### config.mk
export PLATFORM = sky130hd
export DESIGN_NAME = sig_control_param
export DESIGN_NICKNAME = d
export VERILOG_FILES = /design/src/rtl/sig_control_param.sv
export SDC_FILE = /design/constraint.sdc
export NUM_CORES = 1
export LEC_CHECK = 0
export ABC_CLOCK_PERIOD_IN_PS = 2600
export BUFFER_PORTS_ARGS = -buffer_cell sky130_fd_sc_hd__buf_4
export CORE_MARGIN = 5
export CORE_UTILIZATION = 50
export DETAILED_ROUTE_END_ITERATION = 8
export PLACE_DENSITY_LB_ADDON = 0.1
export SLEW_MARGIN = 20
export SYNTH_ARGS = -nofsm -noshare
export SYNTH_HDL_FRONTEND = slang
export SYNTH_SLANG_ARGS = --single-unit
### constraint.sdc
create_clock -name clock -period 2.6 [get_ports clock]
set_clock_uncertainty 0.2 [all_clocks]
set_input_delay 0.26 -clock clock [delete_from_list [all_inputs] [get_ports clock]]
set_output_delay 0.26 -clock clock [all_outputs]
set_load 0.03 [all_outputs]
### src/rtl/sig_control_param.sv
`default_nettype none
// ============================================================================
// Module      : sig_control_param
// Description : Highway / country-road junction controller. A five-state Moore
//               FSM sequences the lights, and one CNT_W-bit down-counter times
//               every state. The timer can hold highway green for a minimum
//               time and can cap how long country green lasts. Illegal state
//               codes show red on both roads and return to S0 on the next
//               clock edge.
// Ports       : clock  - single clock, all logic on the rising edge
//               clear  - synchronous active-high reset
//               X      - country-road car sensor (level, synchronous)
//               hwy    - highway light   (RED=0, YELLOW=1, GREEN=2)
//               cntry  - country light   (same encoding)
//               state  - current FSM state, for debug
// Revision    : 1.0 - initial release
// ============================================================================
module sig_control_param #(
    parameter int CNT_W           = 34,
    parameter int Y2R_DELAY       = 300_000_000,
    parameter int R2G_DELAY       = 200_000_000,
    parameter int MIN_HWY_GREEN   = 0,
    parameter int MAX_CNTRY_GREEN = 0
) (
    input  logic       clock,
    input  logic       clear,
    input  logic       X,
    output logic [1:0] hwy,
    output logic [1:0] cntry,
    output logic [2:0] state
);

    // State encodings (these are visible on the debug port)
    localparam logic [2:0] c_S0 = 3'd0;   // GREEN / RED
    localparam logic [2:0] c_S1 = 3'd1;   // YELLOW / RED
    localparam logic [2:0] c_S2 = 3'd2;   // RED / RED
    localparam logic [2:0] c_S3 = 3'd3;   // RED / GREEN
    localparam logic [2:0] c_S4 = 3'd4;   // RED / YELLOW

    localparam logic [1:0] c_RED    = 2'd0;
    localparam logic [1:0] c_YELLOW = 2'd1;
    localparam logic [1:0] c_GREEN  = 2'd2;

    // Entry values loaded into the timer on each state change. A state
    // loaded with N lasts N+1 cycles, because the exit condition is checked
    // in the cycle where the timer reads zero.
    localparam logic [CNT_W-1:0] c_MIN_LOAD = CNT_W'(MIN_HWY_GREEN);
    localparam logic [CNT_W-1:0] c_Y2R_LOAD = CNT_W'(Y2R_DELAY - 1);
    localparam logic [CNT_W-1:0] c_R2G_LOAD = CNT_W'(R2G_DELAY - 1);
    localparam logic [CNT_W-1:0] c_MAX_LOAD =
        (MAX_CNTRY_GREEN != 0) ? CNT_W'(MAX_CNTRY_GREEN - 1) : '0;
    localparam logic [CNT_W-1:0] c_ONE      = CNT_W'(1);
    localparam bit               c_HAS_TIMEOUT = (MAX_CNTRY_GREEN != 0);

    logic [2:0]       r_state;
    logic [CNT_W-1:0] r_timer;
    logic [2:0]       w_next_state;
    logic [CNT_W-1:0] w_entry_load;
    logic             w_timer_zero;

    assign w_timer_zero = (r_timer == '0);

    // Next-state logic
    always_comb begin
        w_next_state = r_state;
        case (r_state)
            c_S0: if (X && w_timer_zero) w_next_state = c_S1;
            c_S1: if (w_timer_zero)      w_next_state = c_S2;
            c_S2: if (w_timer_zero)      w_next_state = c_S3;
            // A car leaving and a timeout in the same cycle both lead to S4,
            // so the two conditions are simply ORed.
            c_S3: if (!X || (c_HAS_TIMEOUT && w_timer_zero))
                                          w_next_state = c_S4;
            c_S4: if (w_timer_zero)      w_next_state = c_S0;
            default:                      w_next_state = c_S0;
        endcase
    end

    // Timer value for the state being entered
    always_comb begin
        w_entry_load = c_MIN_LOAD;
        case (w_next_state)
            c_S0:    w_entry_load = c_MIN_LOAD;
            c_S1:    w_entry_load = c_Y2R_LOAD;
            c_S2:    w_entry_load = c_R2G_LOAD;
            c_S3:    w_entry_load = c_MAX_LOAD;
            c_S4:    w_entry_load = c_Y2R_LOAD;
            default: w_entry_load = c_MIN_LOAD;
        endcase
    end

    // State and timer registers. While the state is unchanged the timer
    // counts down and stops at zero; it never wraps.
    always_ff @(posedge clock) begin
        if (clear) begin
            r_state <= c_S0;
            r_timer <= c_MIN_LOAD;
        end else begin
            r_state <= w_next_state;
            if (w_next_state != r_state) begin
                r_timer <= w_entry_load;
            end else if (!w_timer_zero) begin
                r_timer <= r_timer - c_ONE;
            end
        end
    end

    // Moore output decode, driven only by the state register. Any code that
    // is not a legal state shows red on both roads.
    always_comb begin
        hwy   = c_RED;
        cntry = c_RED;
        case (r_state)
            c_S0: begin hwy = c_GREEN;  cntry = c_RED;    end
            c_S1: begin hwy = c_YELLOW; cntry = c_RED;    end
            c_S2: begin hwy = c_RED;    cntry = c_RED;    end
            c_S3: begin hwy = c_RED;    cntry = c_GREEN;  end
            c_S4: begin hwy = c_RED;    cntry = c_YELLOW; end
            default: begin hwy = c_RED; cntry = c_RED;    end
        endcase
    end

    assign state = r_state;

endmodule
`default_nettype wire

# After elaboration in Yosys (flattened, before gate mapping)
# Index checks and enable logic that the tools add are counted.
[totals]
wordCells = 27
ff_bits = 37
[classes]
reduce_logical = 4
mux = 11
add_sub_neg = 1
eq_ne = 9
[op_table]
columns = ["op", "count"]
rows = [
  ["34-bit two-way mux", 2],
  ["29-bit case mux with 2 select lines", 1],
  ["34-bit zero test", 1],
  ["34-bit by 1-bit subtractor with 34-bit output, second input constant", 1],
  ["3-bit two-way mux", 5],
  ["3-bit case mux with 5 select lines", 1],
  ["3-bit by 2-bit equality test with 1-bit output, second input constant", 3],
  ["2-bit case mux with 2 select lines", 2],
  ["3-bit by 1-bit equality test with 1-bit output, second input constant", 2],
  ["3-bit equality test, second input constant", 2],
  ["3-bit zero test", 1],
  ["3-bit != test", 1],
  ["2-bit by 1-bit != test with 1-bit output, second input constant", 1],
  ["2-bit OR reduction", 1],
  ["1-bit logical AND", 1],
]

# Longest topological paths before layout
# Gate-level depths: netlist of run 1.
[logic_depth]
ltp_word = 8
ltp_mapped = 10
mapped_depth_nobuf = 8

# Worst setup path before layout of run 1
# OpenSTA, ideal clock, no wires.
[synth_timing]
path_type = "register to register"
startpoint = "register r_timer[0]"
endpoint = "register r_timer[19]"
period_less_slack_ns = 2.600
slack_ns = 0.000
t_required_ns = 2.267
path_buffers = 2
arrival_ns = 2.267
path_stages_with_launch = 11
setup_ns = 0.133
path_cell_list = "dfxtp_1 -> inv_1 -> ha_1 -> or3b_2 -> nor2_1 -> and4_1 -> buf_4 -> o21ai_2 -> a211oi_4 -> buf_6 -> o31ai_1"
[synth_via]
elab_chain_len = 8
word_cells_on_any_way = 17
classes_between = "add/sub: 1; eq/ne: 5; mux: 8; reduce/logical: 3"
[synth_rtl]
columns = ["element", "line_no", "rtl"]
rows = [
  ["from (decl)", "56", "logic [CNT_W-1:0] r_timer;"],
  ["from (signal assigned)", "97", "r_timer <= c_MIN_LOAD;"],
  ["from (signal assigned)", "101", "r_timer <= w_entry_load;"],
  ["from (signal assigned)", "103", "r_timer <= r_timer - c_ONE;"],
  ["34-bit zero test", "61", "assign w_timer_zero = (r_timer == '0);"],
  ["1-bit logical AND", "67", "c_S0: if (X && w_timer_zero) w_next_state = c_S1;"],
  ["3-bit two-way mux", "67", ""],
  ["3-bit case mux with 5 select lines", "66", "case (r_state)"],
  ["3-bit equality test or 3-bit by 1-bit equality test with 1-bit output (tied branches)", "82", "case (w_next_state)"],
  ["2-bit OR reduction (no source line)", "n/a", ""],
  ["29-bit case mux with 2 select lines", "82", ""],
  ["34-bit two-way mux", "100", "if (w_next_state != r_state) begin"],
]
# Parallel ways exist; a longest one is shown, timed or not. The select of a mux whose other input is x is not followed.
# A chain may end at the register's enable or synchronous reset.

# Final worst setup path of run 1
[layout_timing]
startpoint = "register r_timer[12]"
endpoint = "register r_timer[8]"
[layout_via]
elab_chain_len = 8
word_cells_on_any_way = 15
classes_between = "eq/ne: 5; mux: 7; reduce/logical: 3"
[layout_rtl]
columns = ["element", "line_no"]
rows = [
  ["34-bit zero test *", "61"],
  ["1-bit logical AND", "67"],
  ["3-bit two-way mux", "67"],
  ["3-bit case mux with 5 select lines", "66"],
  ["3-bit equality test or 3-bit by 1-bit equality test with 1-bit output (tied branches)", "82"],
  ["2-bit OR reduction (no source line)", "n/a"],
  ["29-bit case mux with 2 select lines", "82"],
  ["34-bit two-way mux", "100"],
]
# Every way passes the cells marked *; elsewhere a longest branch is shown, timed or not.

==> results.sh, run 1 <==
export IMPL_crit_type="reg2reg"
export IMPL_max_freq_ghz=0.390
export IMPL_end_kind="flip-flop"
export IMPL_fin_cells=333
export IMPL_drc_errors=0
export IMPL_grt_max_degree=19
export IMPL_dp_hpwl_um=3540
export IMPL_cts_sinks=37
export IMPL_place_gp_congestion=0.842
export IMPL_antenna_left=0
export IMPL_n_antenna_cell=0
export IMPL_grt_pass1_wl_um=8470
export IMPL_die_area_um2=5560
export IMPL_post_route_period_util_pct=98.6
export IMPL_clk_latency_ns=0.30
export IMPL_dp_cells=322
export IMPL_cts_buffers=5
export IMPL_drt_initial_drc_count=93
export IMPL_fin_nets=286
export IMPL_synth_distinct_cells=45
export IMPL_io_pin_count=10
export IMPL_period_needed_ns=2.56
export IMPL_grt_pass1_vias=1833
export IMPL_antenna_found_initial=0
export IMPL_clk_pin_slew_ns=0.08
export IMPL_powerDensity_nw_per_um2=1460
export IMPL_core_area_um2=4030
export IMPL_holdPathStages=2
export IMPL_grt_usage_pct=20.0
export IMPL_cts_hold_buffers=0
export IMPL_critPathMaxFanout=17
export IMPL_grt_overflow=0
export IMPL_netlist_instances=241
export IMPL_ys_ff_latch=37
export IMPL_netlist_area_um2=2080
export IMPL_num_vias=1894
export IMPL_die_h_um=74.6
export IMPL_wire_per_inst_um=15.0
export IMPL_postRouteWirelength_um=5000
export IMPL_critPathArrivalTime_ns=2.55
export IMPL_dp_worst_setup_slack_ns=-0.0198
export IMPL_rsz0062_at_grt="yes"
export IMPL_avgSynthCellArea_um2=8.64
export IMPL_port_buffers=9
export IMPL_cts_buffer_depth=2
export IMPL_min_path_type="in2reg"
export IMPL_fin_ws_ns=0.0376
export IMPL_worst_pin_slew_ns=0.497
export IMPL_max_slew_margin_rel_pct=66.6
export IMPL_syn_nets=245
export IMPL_initial_core_util_pct=51.7
export IMPL_root_buffer="clkbuf_8"
export IMPL_layout_common_cells="buf_4, dfxtp_1, nor2_1"
export IMPL_final_cell_area_um2=2570
export IMPL_setup_viol=0
export IMPL_startpoint_type="flip-flop"
export IMPL_status="finished clean"
export IMPL_ir_drop_v=0.000608
export IMPL_drive_gt1_share_pct=27.9
export IMPL_hold_viol_final=0
export IMPL_min_delay_start="clear"
export IMPL_r2r_start="r_timer[12]$_SDFFE_PP0P_"
export IMPL_p_leak_nw=0.986
export IMPL_htree_levels=2
export IMPL_max_cap_viol_count=0
export IMPL_cts_tree="done"
export IMPL_die_w_um=74.6
export IMPL_rows=23
export IMPL_crit_required_ns=2.58
export IMPL_final_common_cell="buf_4"
export IMPL_syn2layout_area_growth_pct=23.5
export IMPL_slew_violations=0
export IMPL_seq_area_frac_synth_pct=35.6
export IMPL_ys_warn_count=0
export IMPL_crit_start="r_timer[12]$_SDFFE_PP0P_"
export IMPL_dr_pass1_iters=4
export IMPL_vias_per_cell=5.69
export IMPL_placed_area_um2=2400
export IMPL_rr_worst_depth=7
## synth_stat cells
master / instances / area, um^2
nor4_1: 10 / 62.6
nor2_1: 24 / 90.1
or3_1: 6 / 37.5
nor4b_1: 1 / 8.76
nand4_2: 1 / 12.5
o31ai_2: 2 / 25.0
xnor2_1: 16 / 140
mux2i_1: 1 / 10.0
a21oi_1: 10 / 50.1
or4b_4: 1 / 13.8
xor2_1: 13 / 114
dfxtp_1: 37 / 741
and3b_1: 1 / 8.76
inv_1: 6 / 22.5
o31ai_1: 17 / 128
buf_2: 1 / 5.00
and4_1: 1 / 8.76
or4_4: 1 / 11.3
or4_1: 4 / 30.0
nand3_1: 6 / 30.0
or3b_2: 1 / 8.76
a211oi_1: 5 / 37.5
o21ai_0: 5 / 25.0
nand2_1: 12 / 45.0
o2111ai_1: 1 / 8.76
nand2b_1: 2 / 12.5
nand4b_1: 3 / 26.3
ha_1: 1 / 12.5
o21ai_2: 1 / 8.76
or2_2: 3 / 18.8
nand4_1: 3 / 18.8
a311o_1: 2 / 20.0
o21ai_1: 1 / 5.00
and2_1: 1 / 6.26
a211oi_4: 1 / 20.0
nor3_1: 23 / 115
nor4b_4: 1 / 23.8
nor4_4: 1 / 21.3
buf_1: 2 / 7.51
and4b_1: 1 / 10.0
buf_6: 3 / 33.8
buf_4: 1 / 7.51
a31o_2: 1 / 8.76
o211a_1: 1 / 10.0
clkbuf_1: 6 / 22.5
## logic make-up (layout without fill, tap and decap cells)
| family | count (synthesis) | after routing | share of synthesized area, % |
|---|---|---|---|
| AOI/OAI and AO/OA | 47 | 47 | 16.6 |
| adders and majority gates | 1 | 1 | 0.601 |
| muxes | 1 | 1 | 0.480 |
| and+or+nand+nor | 107 | 107 | 29.8 |
| DFF | 37 | 37 | 35.6 |
| buffers and inverters | 19 | 61 | 4.74 |
| xor gates and xnor gates | 29 | 29 | 12.2 |
## per-stage QoR
stage	setup TNS (ns)	power [W]	utilization [%]	hold slack [ns]
5_1_grt	-0.335	0.00406	63.9	0.0853
3_5_place_dp	-0.134	0.00311	59.6	0.308
6_report	0	0.00375	63.9	0.0876
3_3_place_gp	-0.0316	0.00309	59.6	0.283
4_1_cts	0	0.00356	62.3	0.0786
2_1_floorplan	0	0.00236	-	0.262
## flip-flops by register name, indices dropped and copies added, names as in the netlist
name	cells
r_timer	34
state	3
## final cells by class
type                       count  area, um^2
multi-input combinational    185        1300
clock buffer                   5        68.8
inverter                       6        22.5
sequential                    37         742
timing repair buffer          47         360
fill                         355        1460
clock inverter                 3        17.5
tap                           50        62.6
## report_power, final
group / switching (W) / internal [W] / total [W] / leakage, nW
Combinational: 0.00117 / 0.00121 / 0.00238 / 0.640
Sequential: 0.000204 / 0.000770 / 0.000974 / 0.302
Clock: 0.000215 / 0.000185 / 0.000400 / 0.0439
Total: 0.00159 / 0.00216 / 0.00375 / 0.986
## metal layers
| metal | track usage [%] | share of wire [%] | vias to the layer above |
|---|---|---|---|
| met4 | 7.51 | 1.6 | 0 |
| met1 | 25.8 | 47 | 883 |
| met5 | 0 | 0 | - |
| met3 | 6.35 | 4.1 | 7 |
| met2 | 31.3 | 47 | 29 |
| li1 | - | - | 975 |
## critical path, cell delays in order (launching register included)
cell,delay (ns)
dfxtp_2,0.33
or4_4,0.57
nor4b_4,0.33
nand4_2,0.16
o211a_1,0.28
a211oi_4,0.25
buf_6,0.22
o31ai_1,0.11
## timing repair
item                                    4_1_cts  5_1_grt
buffers inserted                              0        3
resized for setup                             6       10
pin swaps                                     1        1
endpoints found under the setup margin       34       34
## final timing paths
kind	to	slack [ns]
max	r_timer[8]$_SDFFE_PP0P_	0.04
min	state[2]$_SDFF_PP0_	0.09
max reg2reg	r_timer[8]$_SDFFE_PP0P_	0.04
min reg2reg	r_timer[32]$_SDFFE_PP0P_	0.32
Power figures use the tool's default switching activity.
==> inputs of run 2 (changes only) <==
--- a/config.mk
+++ b/config.mk
@@ -7,6 +7,7 @@
 export LEC_CHECK = 0
 export ABC_CLOCK_PERIOD_IN_PS = 2600
 export BUFFER_PORTS_ARGS = -buffer_cell sky130_fd_sc_hd__buf_4
+export CORE_ASPECT_RATIO = 1.4
 export CORE_MARGIN = 5
 export CORE_UTILIZATION = 50
 export DETAILED_ROUTE_END_ITERATION = 8
==> run 2 against run 1 <==
The run now ends with setup timing left. Wire length fell by 0.36%. Cell count shrank 0.60%. Combinational power shrank 6%. First-iteration DRC count is 5.4% lower. Critical path depth is 1 higher. Clock-buffer cell count grew 1. Critical endpoint is now r_timer[16]$_SDFFE_PP0P_.
==> results.sh, run 2 (same netlist as run 1, synthesis figures left out) <==
export IMPL_status="finished, violations left"
export IMPL_violations="setup timing"
export IMPL_root_buffer="clkbuf_8"
export IMPL_n_antenna_cell=0
export IMPL_die_area_um2=5580
export IMPL_clk_latency_ns=0.29
export IMPL_critPathArrivalTime_ns=2.58
export IMPL_rows=27
export IMPL_slew_violations=0
export IMPL_dp_hpwl_um=3540
export IMPL_slowest_delay_ns=0.59
export IMPL_port_buffers=9
export IMPL_ir_drop_v=0.000784
export IMPL_grt_use_met1_pct=24.8
export IMPL_initial_core_util_pct=52.3
export IMPL_comb_power_share_pct=62.7
export IMPL_layout_common_cells="buf_4, dfxtp_1, nor3_1, nor2_1, o31ai_1"
export IMPL_htree_levels=2
export IMPL_worst_pin_slew_ns=0.443
export IMPL_rr_worst_depth=8
export IMPL_cts_sinks=37
export IMPL_crit_slowest_cell="or4_4"
export IMPL_period_needed_ns=2.62
export IMPL_syn2layout_area_growth_pct=24.0
export IMPL_cts_buffer_depth=2
export IMPL_cts_tree="done"
export IMPL_wire_per_inst_um=15.0
export IMPL_crit_required_ns=2.57
export IMPL_min_delay_start="clear"
export IMPL_holdPathStages=2
export IMPL_grt_pass1_wl_um=8830
export IMPL_grt_util_met3_pct=3.24
export IMPL_final_seq_area_um2=741
export IMPL_p_switching_w=0.00151
export IMPL_fill_cells=354
export IMPL_critical_path_cell_chain="or4_4, nor4b_4, nand4_2, o211a_1, a211oi_4, buf_4, buf_12, o31ai_1"
export IMPL_clk_pin_slew_ns=0.07
export IMPL_fin_cells=331
export IMPL_rrSetupSlack_ns=-0.02
export IMPL_grtUsageMet2_pct=34.9
export IMPL_placed_area_um2=2420
export IMPL_fin_ws_ns=-0.0188
export IMPL_startpoint_type="flip-flop"
export IMPL_grt_overflow=0
export IMPL_r2r_end="r_timer[16]$_SDFFE_PP0P_"
export IMPL_die_h_um=86.4
export IMPL_setup_tns_ns=-0.166
export IMPL_dr_pass1_iters=4
export IMPL_grt_usage_pct=19.8
export IMPL_final_common_cell="buf_4"
export IMPL_rsz0062_at_grt="yes"
export IMPL_die_w_um=64.6
export IMPL_p_seq_share_pct=26.5
export IMPL_drc_errors=0
export IMPL_drive_gt1_share_pct=26.7
export IMPL_multiInputGateArea_um2=1260
export IMPL_cts_hold_buffers=0
export IMPL_max_cap_viol_count=0
export IMPL_crit_type="reg2reg"
export IMPL_p_int_w=0.00207
export IMPL_hold_end="state[2]$_SDFF_PP0_"
export IMPL_vias_per_cell=5.82
export IMPL_place_gp_congestion=0.830
export IMPL_p_leak_nw=1.01
export IMPL_dp_cells=317
export IMPL_pwr_share_clk_pct=10.8
export IMPL_end_kind="flip-flop"
export IMPL_final_cell_area_um2=2580
export IMPL_max_freq_ghz=0.382
export IMPL_postRouteWirelength_um=4980
export IMPL_top_register="r_timer"
export IMPL_largest_reg_flops=34
export IMPL_critPathMaxFanout=13
export IMPL_post_route_period_util_pct=101
export IMPL_busiest_layer="met2"
export IMPL_num_vias=1925
export IMPL_core_area_um2=3990
export IMPL_antenna_left=0
export IMPL_cts_buffers=5
export IMPL_antenna_found_initial=0
export IMPL_grt_max_degree=19
export IMPL_powerDensity_nw_per_um2=1380
export IMPL_grt_pass1_vias=1915
export IMPL_drt_initial_drc_count=88
export IMPL_max_slew_margin_rel_pct=70.2
export IMPL_setup_viol=18
export IMPL_hold_viol_final=0
export IMPL_switching_share_pct=42.1
export IMPL_r2r_start="r_timer[12]$_SDFFE_PP0P_"
export IMPL_min_path_type="in2reg"
export IMPL_fin_nets=291
export IMPL_io_pin_count=10
[run 2: worst max-delay path by stage]
| stage | start | to | cells past startpoint |
|---|---|---|---|
| 2_1_floorplan | r_timer[0]$_SDFFE_PP0P_ | r_timer[19]$_SDFFE_PP0P_ | 10 |
| 3_3_place_gp | r_timer[3]$_SDFFE_PP0P_ | r_timer[19]$_SDFFE_PP0P_ | 7 |
| 3_5_place_dp | r_timer[3]$_SDFFE_PP0P_ | r_timer[8]$_SDFFE_PP0P_ | 7 |
| 4_1_cts | r_timer[12]$_SDFFE_PP0P_ | r_timer[28]$_SDFFE_PP0P_ | 8 |
| 5_1_grt | r_timer[12]$_SDFFE_PP0P_ | r_timer[16]$_SDFFE_PP0P_ | 8 |
| 6_report | r_timer[12]$_SDFFE_PP0P_ | r_timer[16]$_SDFFE_PP0P_ | 8 |
[run 2: worst max-delay path: cells and delay by family (launching register included)]
kind | cells | cell delay, ns
AO/OA/AOI/OAI | 3 | 0.59
buffers and inverters | 2 | 0.29
flip-flops | 1 | 0.32
AND/OR/NAND/NOR | 3 | 1.09
[run 2: layout make-up]
class                           instances  area share, %
Sequential cell                        37           28.7
Tap cell                               43           2.08
Timing Repair Buffer                   52           16.4
Clock buffer                            6           2.81
Multi-Input combinational cell        185           48.8
Clock inverter                          2          0.387
Inverter                                6          0.872
[run 2: layer usage]
metal / vias to the layer above / part of all wire [%]
met4: 0 / 0.98
met2: 26 / 50
met5: - / 0
met1: 907 / 47
met3: 6 / 2.2
li1: 986 / -
[run 2: per-stage QoR]
stage                     util, %  total power (W)  hold slack [ns]  setup slack [ns]
after global routing         64.8          0.00387           0.0999            -0.138
final                        64.8          0.00358            0.104           -0.0188
after detailed placement     60.7          0.00310            0.286           -0.0699
after CTS                    64.6          0.00357           0.0977          -0.00981
after global placement       60.7          0.00308            0.282           -0.0918
after floorplan                 -          0.00236            0.262          0.000335
[run 2: power by group through the flow]
stage                     Clock, W  Combinational [W]  Sequential [W]
after floorplan                  0            0.00141        0.000954
after global placement           0            0.00213        0.000951
after detailed placement         0            0.00215        0.000954
after CTS                 0.000395            0.00223        0.000945
after global routing      0.000431            0.00246        0.000981
final                     0.000385            0.00224        0.000947
[run 2: what timing repair did]
item / CTS / global route
gates cloned: 1 / 0
setup buffers: 4 / 1
pin swaps: 0 / 0
setup endpoints to repair: 21 / 32
gates resized for setup: 6 / 0
